$ cat src/rtl/uart_tx_serializer_if.sv
// Byte handshake between the debugger sample splitter and the UART transmitter.
interface uart_tx_serializer_if;
    logic [7:0] data_in;
    logic       valid_in;
    logic       ready_out;

    modport master (output data_in, output valid_in, input ready_out);
    modport slave  (input data_in, input valid_in, output ready_out);
endinterface

$ cat src/rtl/uart_tx_serializer.sv
// Byte FIFO feeding an 8N1 UART serialiser; baud timing from an integer clock divider.
module uart_tx_serializer #(
    parameter int unsigned CLK_HZ     = 25000000,
    parameter int unsigned BAUD       = 115200,
    parameter int unsigned FIFO_DEPTH = 16
) (
    input  logic                          clk_25mhz,
    input  logic                          rst_in,
    uart_tx_serializer_if.slave           bus,
    output logic                          uart_tx,
    output logic                          busy_out,
    output logic [$clog2(FIFO_DEPTH):0]   fifo_count_out,
    output logic                          overflow_out
);
    localparam int unsigned DIV     = CLK_HZ / BAUD;
    localparam int unsigned CNT_W   = $clog2(DIV);
    localparam int unsigned PTR_W   = $clog2(FIFO_DEPTH);
    localparam int unsigned COUNT_W = PTR_W + 1;

    typedef enum logic [1:0] {IDLE, START, DATA, STOP} state_t;

    logic [7:0]         mem [FIFO_DEPTH];
    logic [PTR_W-1:0]   wr_ptr_q, rd_ptr_q;
    logic [COUNT_W-1:0] count_q;
    logic               overflow_q;

    state_t             state_q, state_d;
    logic [CNT_W-1:0]   baud_q, baud_d;
    logic [2:0]         bit_q, bit_d;
    logic [7:0]         shift_q, shift_d;
    logic               tx_q, tx_d;

    logic full_c, empty_c, push_c, pop_c, baud_last_c;

    assign full_c      = (count_q == COUNT_W'(FIFO_DEPTH));
    assign empty_c     = (count_q == COUNT_W'(0));
    assign push_c      = bus.valid_in && !full_c;
    assign baud_last_c = (baud_q == CNT_W'(DIV - 1));

    assign bus.ready_out  = !full_c;
    assign uart_tx        = tx_q;
    assign fifo_count_out = count_q;
    assign overflow_out   = overflow_q;
    assign busy_out       = (state_q != IDLE) || !empty_c;

    // Storage array carries no reset; occupancy is tracked by the pointers.
    always_ff @(posedge clk_25mhz) begin
        if (push_c) begin
            mem[wr_ptr_q] <= bus.data_in;
        end
    end

    always_ff @(posedge clk_25mhz or negedge rst_in) begin
        if (!rst_in) begin
            wr_ptr_q   <= '0;
            rd_ptr_q   <= '0;
            count_q    <= '0;
            overflow_q <= 1'b0;
        end else begin
            if (push_c) wr_ptr_q <= wr_ptr_q + PTR_W'(1);
            if (pop_c)  rd_ptr_q <= rd_ptr_q + PTR_W'(1);
            if (push_c && !pop_c) begin
                count_q <= count_q + COUNT_W'(1);
            end else if (!push_c && pop_c) begin
                count_q <= count_q - COUNT_W'(1);
            end
            if (bus.valid_in && full_c) overflow_q <= 1'b1;
        end
    end

    always_ff @(posedge clk_25mhz or negedge rst_in) begin
        if (!rst_in) begin
            state_q <= IDLE;
            baud_q  <= '0;
            bit_q   <= '0;
            shift_q <= '0;
            tx_q    <= 1'b1;
        end else begin
            state_q <= state_d;
            baud_q  <= baud_d;
            bit_q   <= bit_d;
            shift_q <= shift_d;
            tx_q    <= tx_d;
        end
    end

    // Line level is the registered view of the current state, so it trails the FSM by one cycle.
    always_comb begin
        state_d = state_q;
        baud_d  = baud_q;
        bit_d   = bit_q;
        shift_d = shift_q;
        tx_d    = 1'b1;
        pop_c   = 1'b0;
        unique case (state_q)
            IDLE: begin
                tx_d = 1'b1;
                if (!empty_c) begin
                    pop_c   = 1'b1;
                    shift_d = mem[rd_ptr_q];
                    baud_d  = '0;
                    state_d = START;
                end
            end
            START: begin
                tx_d = 1'b0;
                if (baud_last_c) begin
                    baud_d  = '0;
                    bit_d   = '0;
                    state_d = DATA;
                end else begin
                    baud_d = baud_q + CNT_W'(1);
                end
            end
            DATA: begin
                tx_d = shift_q[0];
                if (baud_last_c) begin
                    baud_d  = '0;
                    shift_d = {1'b0, shift_q[7:1]};
                    bit_d   = bit_q + 3'd1;
                    if (bit_q == 3'd7) state_d = STOP;
                end else begin
                    baud_d = baud_q + CNT_W'(1);
                end
            end
            STOP: begin
                tx_d = 1'b1;
                if (baud_last_c) begin
                    baud_d = '0;
                    // Chain straight into the next start bit when a byte is waiting.
                    if (!empty_c) begin
                        pop_c   = 1'b1;
                        shift_d = mem[rd_ptr_q];
                        state_d = START;
                    end else begin
                        state_d = IDLE;
                    end
                end else begin
                    baud_d = baud_q + CNT_W'(1);
                end
            end
            default: state_d = IDLE;
        endcase
    end
endmodule

$ cat src/flat_wrapper.sv
// flat-port wrapper written by rule: the top's interface ports become plain ports
module uart_tx_serializer_flat 
#(
    parameter int unsigned CLK_HZ     = 25000000,
    parameter int unsigned BAUD       = 115200,
    parameter int unsigned FIFO_DEPTH = 16
)
  (clk_25mhz, rst_in, uart_tx, busy_out, fifo_count_out, overflow_out, bus_data_in, bus_valid_in, bus_ready_out);
  uart_tx_serializer_if bus_i ();
  input  logic clk_25mhz;
  input  logic rst_in;
  output logic uart_tx;
  output logic busy_out;
  output logic [$clog2(FIFO_DEPTH):0] fifo_count_out;
  output logic overflow_out;
  input wire logic [$bits(bus_i.data_in)-1:0] bus_data_in;
  input wire logic [$bits(bus_i.valid_in)-1:0] bus_valid_in;
  output wire logic [$bits(bus_i.ready_out)-1:0] bus_ready_out;
  assign bus_i.data_in = bus_data_in;
  assign bus_i.valid_in = bus_valid_in;
  assign bus_ready_out = bus_i.ready_out;
  uart_tx_serializer #(.CLK_HZ(CLK_HZ), .BAUD(BAUD), .FIFO_DEPTH(FIFO_DEPTH)) u_core (.clk_25mhz(clk_25mhz), .rst_in(rst_in), .bus(bus_i), .uart_tx(uart_tx), .busy_out(busy_out), .fifo_count_out(fifo_count_out), .overflow_out(overflow_out));
endmodule
$ cat config.mk
export PLATFORM = sky130hd
export DESIGN_NAME = uart_tx_serializer_flat
export DESIGN_NICKNAME = d
export VERILOG_FILES = /design/src/rtl/uart_tx_serializer_if.sv /design/src/rtl/uart_tx_serializer.sv /design/src/flat_wrapper.sv
export SDC_FILE = /design/constraint.sdc
export NUM_CORES = 1
export LEC_CHECK = 0
export BUFFER_PORTS_ARGS = -buffer_cell sky130_fd_sc_hd__buf_2
export CAP_MARGIN = 0
export CORE_MARGIN = 2
export CORE_UTILIZATION = 35
export DETAILED_ROUTE_END_ITERATION = 7
export GPL_TIMING_DRIVEN = 0
export MAX_ROUTING_LAYER = met4
export SLEW_MARGIN = 10
export SYNTH_ARGS = -nofsm -noshare
export SYNTH_HDL_FRONTEND = slang
export SYNTH_SLANG_ARGS = --single-unit
$ cat constraint.sdc
create_clock -name clk_25mhz -period 5.1 [get_ports clk_25mhz]
set_input_delay 0.255 -clock clk_25mhz [delete_from_list [all_inputs] [get_ports clk_25mhz]]
set_output_delay 0.255 -clock clk_25mhz [all_outputs]
set_load 0.01 [all_outputs]
---- After elaboration in Yosys (flattened, before gate mapping) ----
Memory sizes are Yosys's and may differ from the RTL's.
Cells that the tools add are included.
word-level totals
  flip-flop bits (word level) ............. 36
  bits in writable memories ............... 128
  word-level logic and storage cells ...... 72
  memories ................................ 1
memories
  memory      words  bits a word  rd ports  clocked after Yosys merged registers in  wr ports  line                      RTL
  u_core.mem  16     8            1         0                                        1         uart_tx_serializer.sv:22  logic [7:0] mem [FIFO_DEPTH];
cells by class
  add/subtract/negate cells ............... 6
  eq/ne operators ......................... 11
  multiplexer cells ....................... 25
  reduce and logical (&&, ||, !) cells .... 20
operators by type and width
  operator                                                                  number
  8-bit 2-to-1 mux                                                          5
  8-bit case mux with 3 select lines                                        1
  8-bit case mux with 2 select lines                                        1
  2-bit 2-to-1 mux                                                          5
  5-bit 2-to-1 mux                                                          2
  4-bit by 1-bit adder with 4-bit output (second input constant)            2
  8-bit by 1-bit adder with 8-bit output (second input constant)            1
  8-bit == test (second input constant)                                     1
  2-bit by 1-bit inequality test with 1-bit output (second input constant)  4
  2-bit case mux with 4 select lines                                        1
  3-bit 2-to-1 mux                                                          2
  3-bit case mux with 2 select lines                                        1
  3-bit AND reduction                                                       2
  2-bit nonzero test                                                        3
  5-bit by 1-bit adder with 5-bit output (second input constant)            1
  5-bit == test (second input constant)                                     1
  5-bit logical NOT                                                         1
  1-bit 2-to-1 mux                                                          5
  5-bit AND reduction                                                       1
  5-bit by 1-bit subtractor with 5-bit output (second input constant)       1
  2-bit == test (second input constant)                                     2
  1-bit logical AND                                                         4
  1-bit logical NOT                                                         4
  3-bit by 1-bit adder with 3-bit output (second input constant)            1
  other kinds (10)                                                          10

---- Depth between registers and ports, before layout ----
  depth after elaboration ................. 7
  mapped depth ............................ 14

---- Least setup slack after synthesis ----
Ideal clock, no wire load.
  path type ............................... register to register
  from .................................... reg u_core.count_q[0] (netlist: u_core.fifo_count_out[0])
  to ...................................... reg u_core.count_q[4] (netlist: u_core.fifo_count_out[4])
  setup time .............................. 0.132 ns
  arrival time ............................ 2.615 ns
  data required time ...................... 4.968 ns
  setup slack ............................. 2.353 ns
  stages on the path, launching flop included .. 13
  buffers on the path ..................... 1
  clock period less this slack ............ 2.747 ns
  cells stage by stage .................... dfrtp_1 -> nor4_1 -> nand2_1 -> and2_1 -> buf_2 -> ha_1 -> inv_1 -> ha_1 -> a21o_1 -> a21oi_1 -> xnor2_1 -> nor2_1 -> xor2_1
on the way
  elaborated cells on any way between the ends .. 16
RTL lines
  element                       line                      RTL
  from (decl)                   uart_tx_serializer.sv:24  logic [COUNT_W-1:0] count_q;
  from (signal assigned)        uart_tx_serializer.sv:63  count_q <= count_q + COUNT_W'(1);
  from (signal assigned)        uart_tx_serializer.sv:65  count_q <= count_q - COUNT_W'(1);
  5-bit == test *               uart_tx_serializer.sv:35  assign full_c = (count_q == COUNT_W'(FIFO_DEPTH));
  1-bit logical NOT *           --
  net bus_ready_out             flat_wrapper.sv:18        output wire logic [$bits(bus_i.ready_out)-1:0] bus_ready_out;
  1-bit logical AND *           uart_tx_serializer.sv:37  assign push_c = bus.valid_in && !full_c;
  net u_core.push_c             uart_tx_serializer.sv:33  logic full_c, empty_c, push_c, pop_c, baud_last_c;
  1-bit logical NOT             uart_tx_serializer.sv:64  end else if (!push_c && pop_c) begin
  1-bit logical AND             uart_tx_serializer.sv:64
  2-bit nonzero test (no line)  --
The timed path passes the listed nets; every way through them passes the cells marked *. The select of a mux whose other input is x is not followed.
A chain may end at the register's enable or synchronous reset.

---- Final worst setup path ----
  from .................................... reg u_core.state_q[0]
  to ...................................... reg u_core.count_q[4] (netlist: u_core.fifo_count_out[4])
on the way
  longest elaborated chain between the ends .. 5
  elaborated cells on any way between the ends .. 8
ends and longest elaborated chain
  element                                                 line                      RTL
  from (decl)                                             uart_tx_serializer.sv:27  state_t state_q, state_d;
  from (signal assigned)                                  uart_tx_serializer.sv:79  state_q <= state_d;
  2-bit == test or 2-bit logical NOT (tied branches)      uart_tx_serializer.sv:95  unique case (state_q)
  1-bit case mux with 2 select lines *                    uart_tx_serializer.sv:95
  1-bit logical NOT                                       uart_tx_serializer.sv:62  if (push_c && !pop_c) begin
  1-bit logical AND                                       uart_tx_serializer.sv:62
  5-bit 2-to-1 mux or 2-bit nonzero test (tied branches)  --
Mark *: on every way between the ends. The rest lies on a longest branch, timed or not.

==> run summary <==
flop-to-flop setup slack - 1830 ps
Diodes inserted - 0
final setup violation count - 0
Synth Area in Adders - 3.68%
Slew Limit Fails - 0
post-DR wirelength/cell - 18.8 um
IO buf count - 19
post-synthesis mux area share - 11.5%
top_reg_cell synth - edfxtp_1
PnR worst setup slack - 1830 ps
syn_nets - 445
Worst Hold End - u_core.overflow_out
Crit. End Element - flip-flop
routed wire length - 13.8 mm
IO Count - 20
commonest non-fill, non-tap cell in the layout - edfxtp_1
maximum clock rate - 306 MHz
Avg Synthesized Cell Area - 16.9 um2
routed vias/inst - 5.05
die height - 145 um
Compound-Gate Fraction of Synth Area - 7.00%
share of the synthesized area in the top cell type - 54.9%
clk buf depth - 2
Non-Filler Instances - 731
status - completed
Area contributors post-synth - edfxtp_1 (55%), dfrtp_1 (13%), mux4_1 (6.4%)
Distinct cells, synth - 54
routed wl met2 - 6.52 mm
Least-Margin Pin Slew - 881 ps
via count - 3695
Crit path arrival time - 3560 ps
die width - 145 um
CTS root buf - clkbuf_16
Core Area - 19500 um2
Max VDD drop - 0.234 mV
FFs w/ async S/R, synth - 22.0%
Sink Count - 164
layout cells sized above 1 - 20.2%
xor-xnor portion of the synthesized cell area - 1.38%
Yosys reg bits - 164
GPL Wtd Cong - 0.779
first-pass GRT wire length - 21.7 mm
Worst Hold Class - in2reg
Initial Util - 35.9%
hold path cells - 2
number of enable flip-flop cells after synthesis - 128
Cells after DPL - 698
main combinational cell family by area after synthesis - multiplexers
post-DP HPWL - 9.14 mm
commonest cells after routing, fill and taps aside - edfxtp_1 (128), dfrtp_1 (35), buf_2 (24), nand2_1 (21)
pin count of the biggest net entering global routing - 37
Pwr Total - 0.00332 W
full die area - 21200 um2
Period minus WS final - 3270 ps
worst-skew pair later-pin latency - 420 ps
Post-Syn Area - 7000 um2
origin of the worst min-delay path - bus_valid_in
cts bufs inserted - 17
initial antenna violation count - 0
Worst Reg-to-Reg Cells - 12
PD cells - 413 nW/um2
dpl ws - 1810 ps
total global-route track usage - 14.0%
CTS tree - built
Worst EP required - 5390 ps
CTS resizes - 0
Worst R2R End - u_core.fifo_count_out[4]
critical path class - reg2reg
Warnings, synthesis - 0
CTS H-tree depth - 4
Cells after Synth - 414
Reg clk slew, reported paths - 60 ps
simple-gate share of the synthesized area - 5.18%
top routing layer used - met4
Overflow after GRT - 0
metal1 wirelength - 6.45 mm
register area share after synthesis - 67.8%
Area Growth Syn to Fin - 14.8%
final critical-path share of the clock period - 64.1%
Routed Antenna Nets - 0
Fin. Hold Viols - 0
Layout Skew - 12.8 ps
Max-Cap Viols - 0
Total Nets Final - 484
worst-path maximum fanout - 5
cts hold-fix bufs - 1
row count - 51
Pleak - 2.87 nW
critical path launch point type - flip-flop
Slew headroom - 40.8%
worst r2r src - u_core.state_q[0]
Met3 Wirelength - 738 um
postcts setup bufs - 0
DR iter-0 viols - 304
RSZ-0062 raised after global routing - no
Pre-antenna DRT Iters - 5
# DRC - 0
final setup TNS - 0 ps
area leader, netlist - edfxtp_1
number of global-route vias before repair - 3723
[power by group]
group,total [W],internal (W),switching [W]
combinational,0.000412,0.000155,0.000258
sequential,0.00165,0.00159,0.0000637
clock,0.00126,0.000732,0.000524
total,0.00332,0.00248,0.000845
[worst max-delay path, stage by stage, from the launching register on]
cell	delay (ps)
dfrtp_1	430
inv_1	140
ha_1	350
nor3_1	740
inv_1	110
ha_1	250
inv_1	140
ha_1	280
a21o_1	180
a21oi_1	170
xnor2_1	130
nor2_1	70
xor2_1	150
[cells in the mapped netlist, drive strengths merged, types with 2 or more instances]
master,number
a211oi,8
a21o,2
a21oi,19
a22oi,15
a31oi,2
a32o,2
and2,3
and3,4
buf,15
clkbuf,4
dfrtp,35
edfxtp,128
ha,19
inv,18
mux2,2
mux4,32
nand2,21
nand2b,4
nand4,2
nor2,17
nor3,12
o21ai,18
xnor2,8
xor2,3
[registers in the layout (all words and copies together) (netlist names)]
| name | count |
|---|---|
| u_core.rd_ptr_q | 4 |
| u_core.fifo_count_out | 5 |
| u_core.shift_q | 8 |
| u_core.mem | 128 |
| u_core.state_q | 2 |
| u_core.wr_ptr_q | 4 |
| u_core.bit_q | 3 |
| u_core.baud_q | 8 |
| u_core.uart_tx | 1 |
| u_core.overflow_out | 1 |
[through the flow]
stage / utilization, % / hold slack, ps / area [um2]
global route: 41.2 / 84.3 / 8040
finish: 41.2 / 96.3 / 8040
global placement: 38.1 / 384 / 7430
floorplan: - / -40.6 / 7000
CTS: 41.1 / 77.7 / 8030
detailed placement: 38.1 / 388 / 7440
[how the worst max path moves through the flow]
stage | startpoint | slack [ps] | to
after floorplan | u_core.fifo_count_out[0] | 2350 | u_core.fifo_count_out[4]
after global placement | u_core.baud_q[0] | 1860 | u_core.fifo_count_out[4]
after detailed placement | u_core.state_q[0] | 1810 | u_core.fifo_count_out[4]
after CTS | u_core.state_q[0] | 1800 | u_core.fifo_count_out[4]
after global routing | u_core.state_q[0] | 1550 | u_core.fifo_count_out[4]
final | u_core.state_q[0] | 1830 | u_core.fifo_count_out[4]
[area by class of cell]
type / count / area [um2]
Tap cell: 265 / 332
Clock inverter: 12 / 141
Multi-Input combinational cell: 211 / 2030
Buffer: 21 / 176
Fill cell: 1804 / 11500
Timing Repair Buffer: 20 / 105
Sequential cell: 164 / 4750
Inverter: 18 / 67.6
Clock buffer: 20 / 437
[kinds of logic (layout without fill, tap and decap cells)]
| family | Yosys count | in the layout |
|---|---|---|
| flip-flops | 164 | 164 |
| AO/OA/AOI/OAI | 74 | 74 |
| AND/OR/NAND/NOR | 72 | 72 |
| buffers and inverters | 39 | 91 |
| multiplexers | 34 | 34 |
| adder cells (fa/ha/maj) | 20 | 20 |
| XOR/XNOR | 11 | 11 |
[metal layers]
metal | track usage, % | vias to the layer above
li1 | - | 1713
met1 | 19.5 | 1885
met2 | 20.8 | 89
met3 | 3.70 | 8
met4 | 3.19 | 0
met5 | - | -
Note: power is estimated with default switching activity, not from simulation.
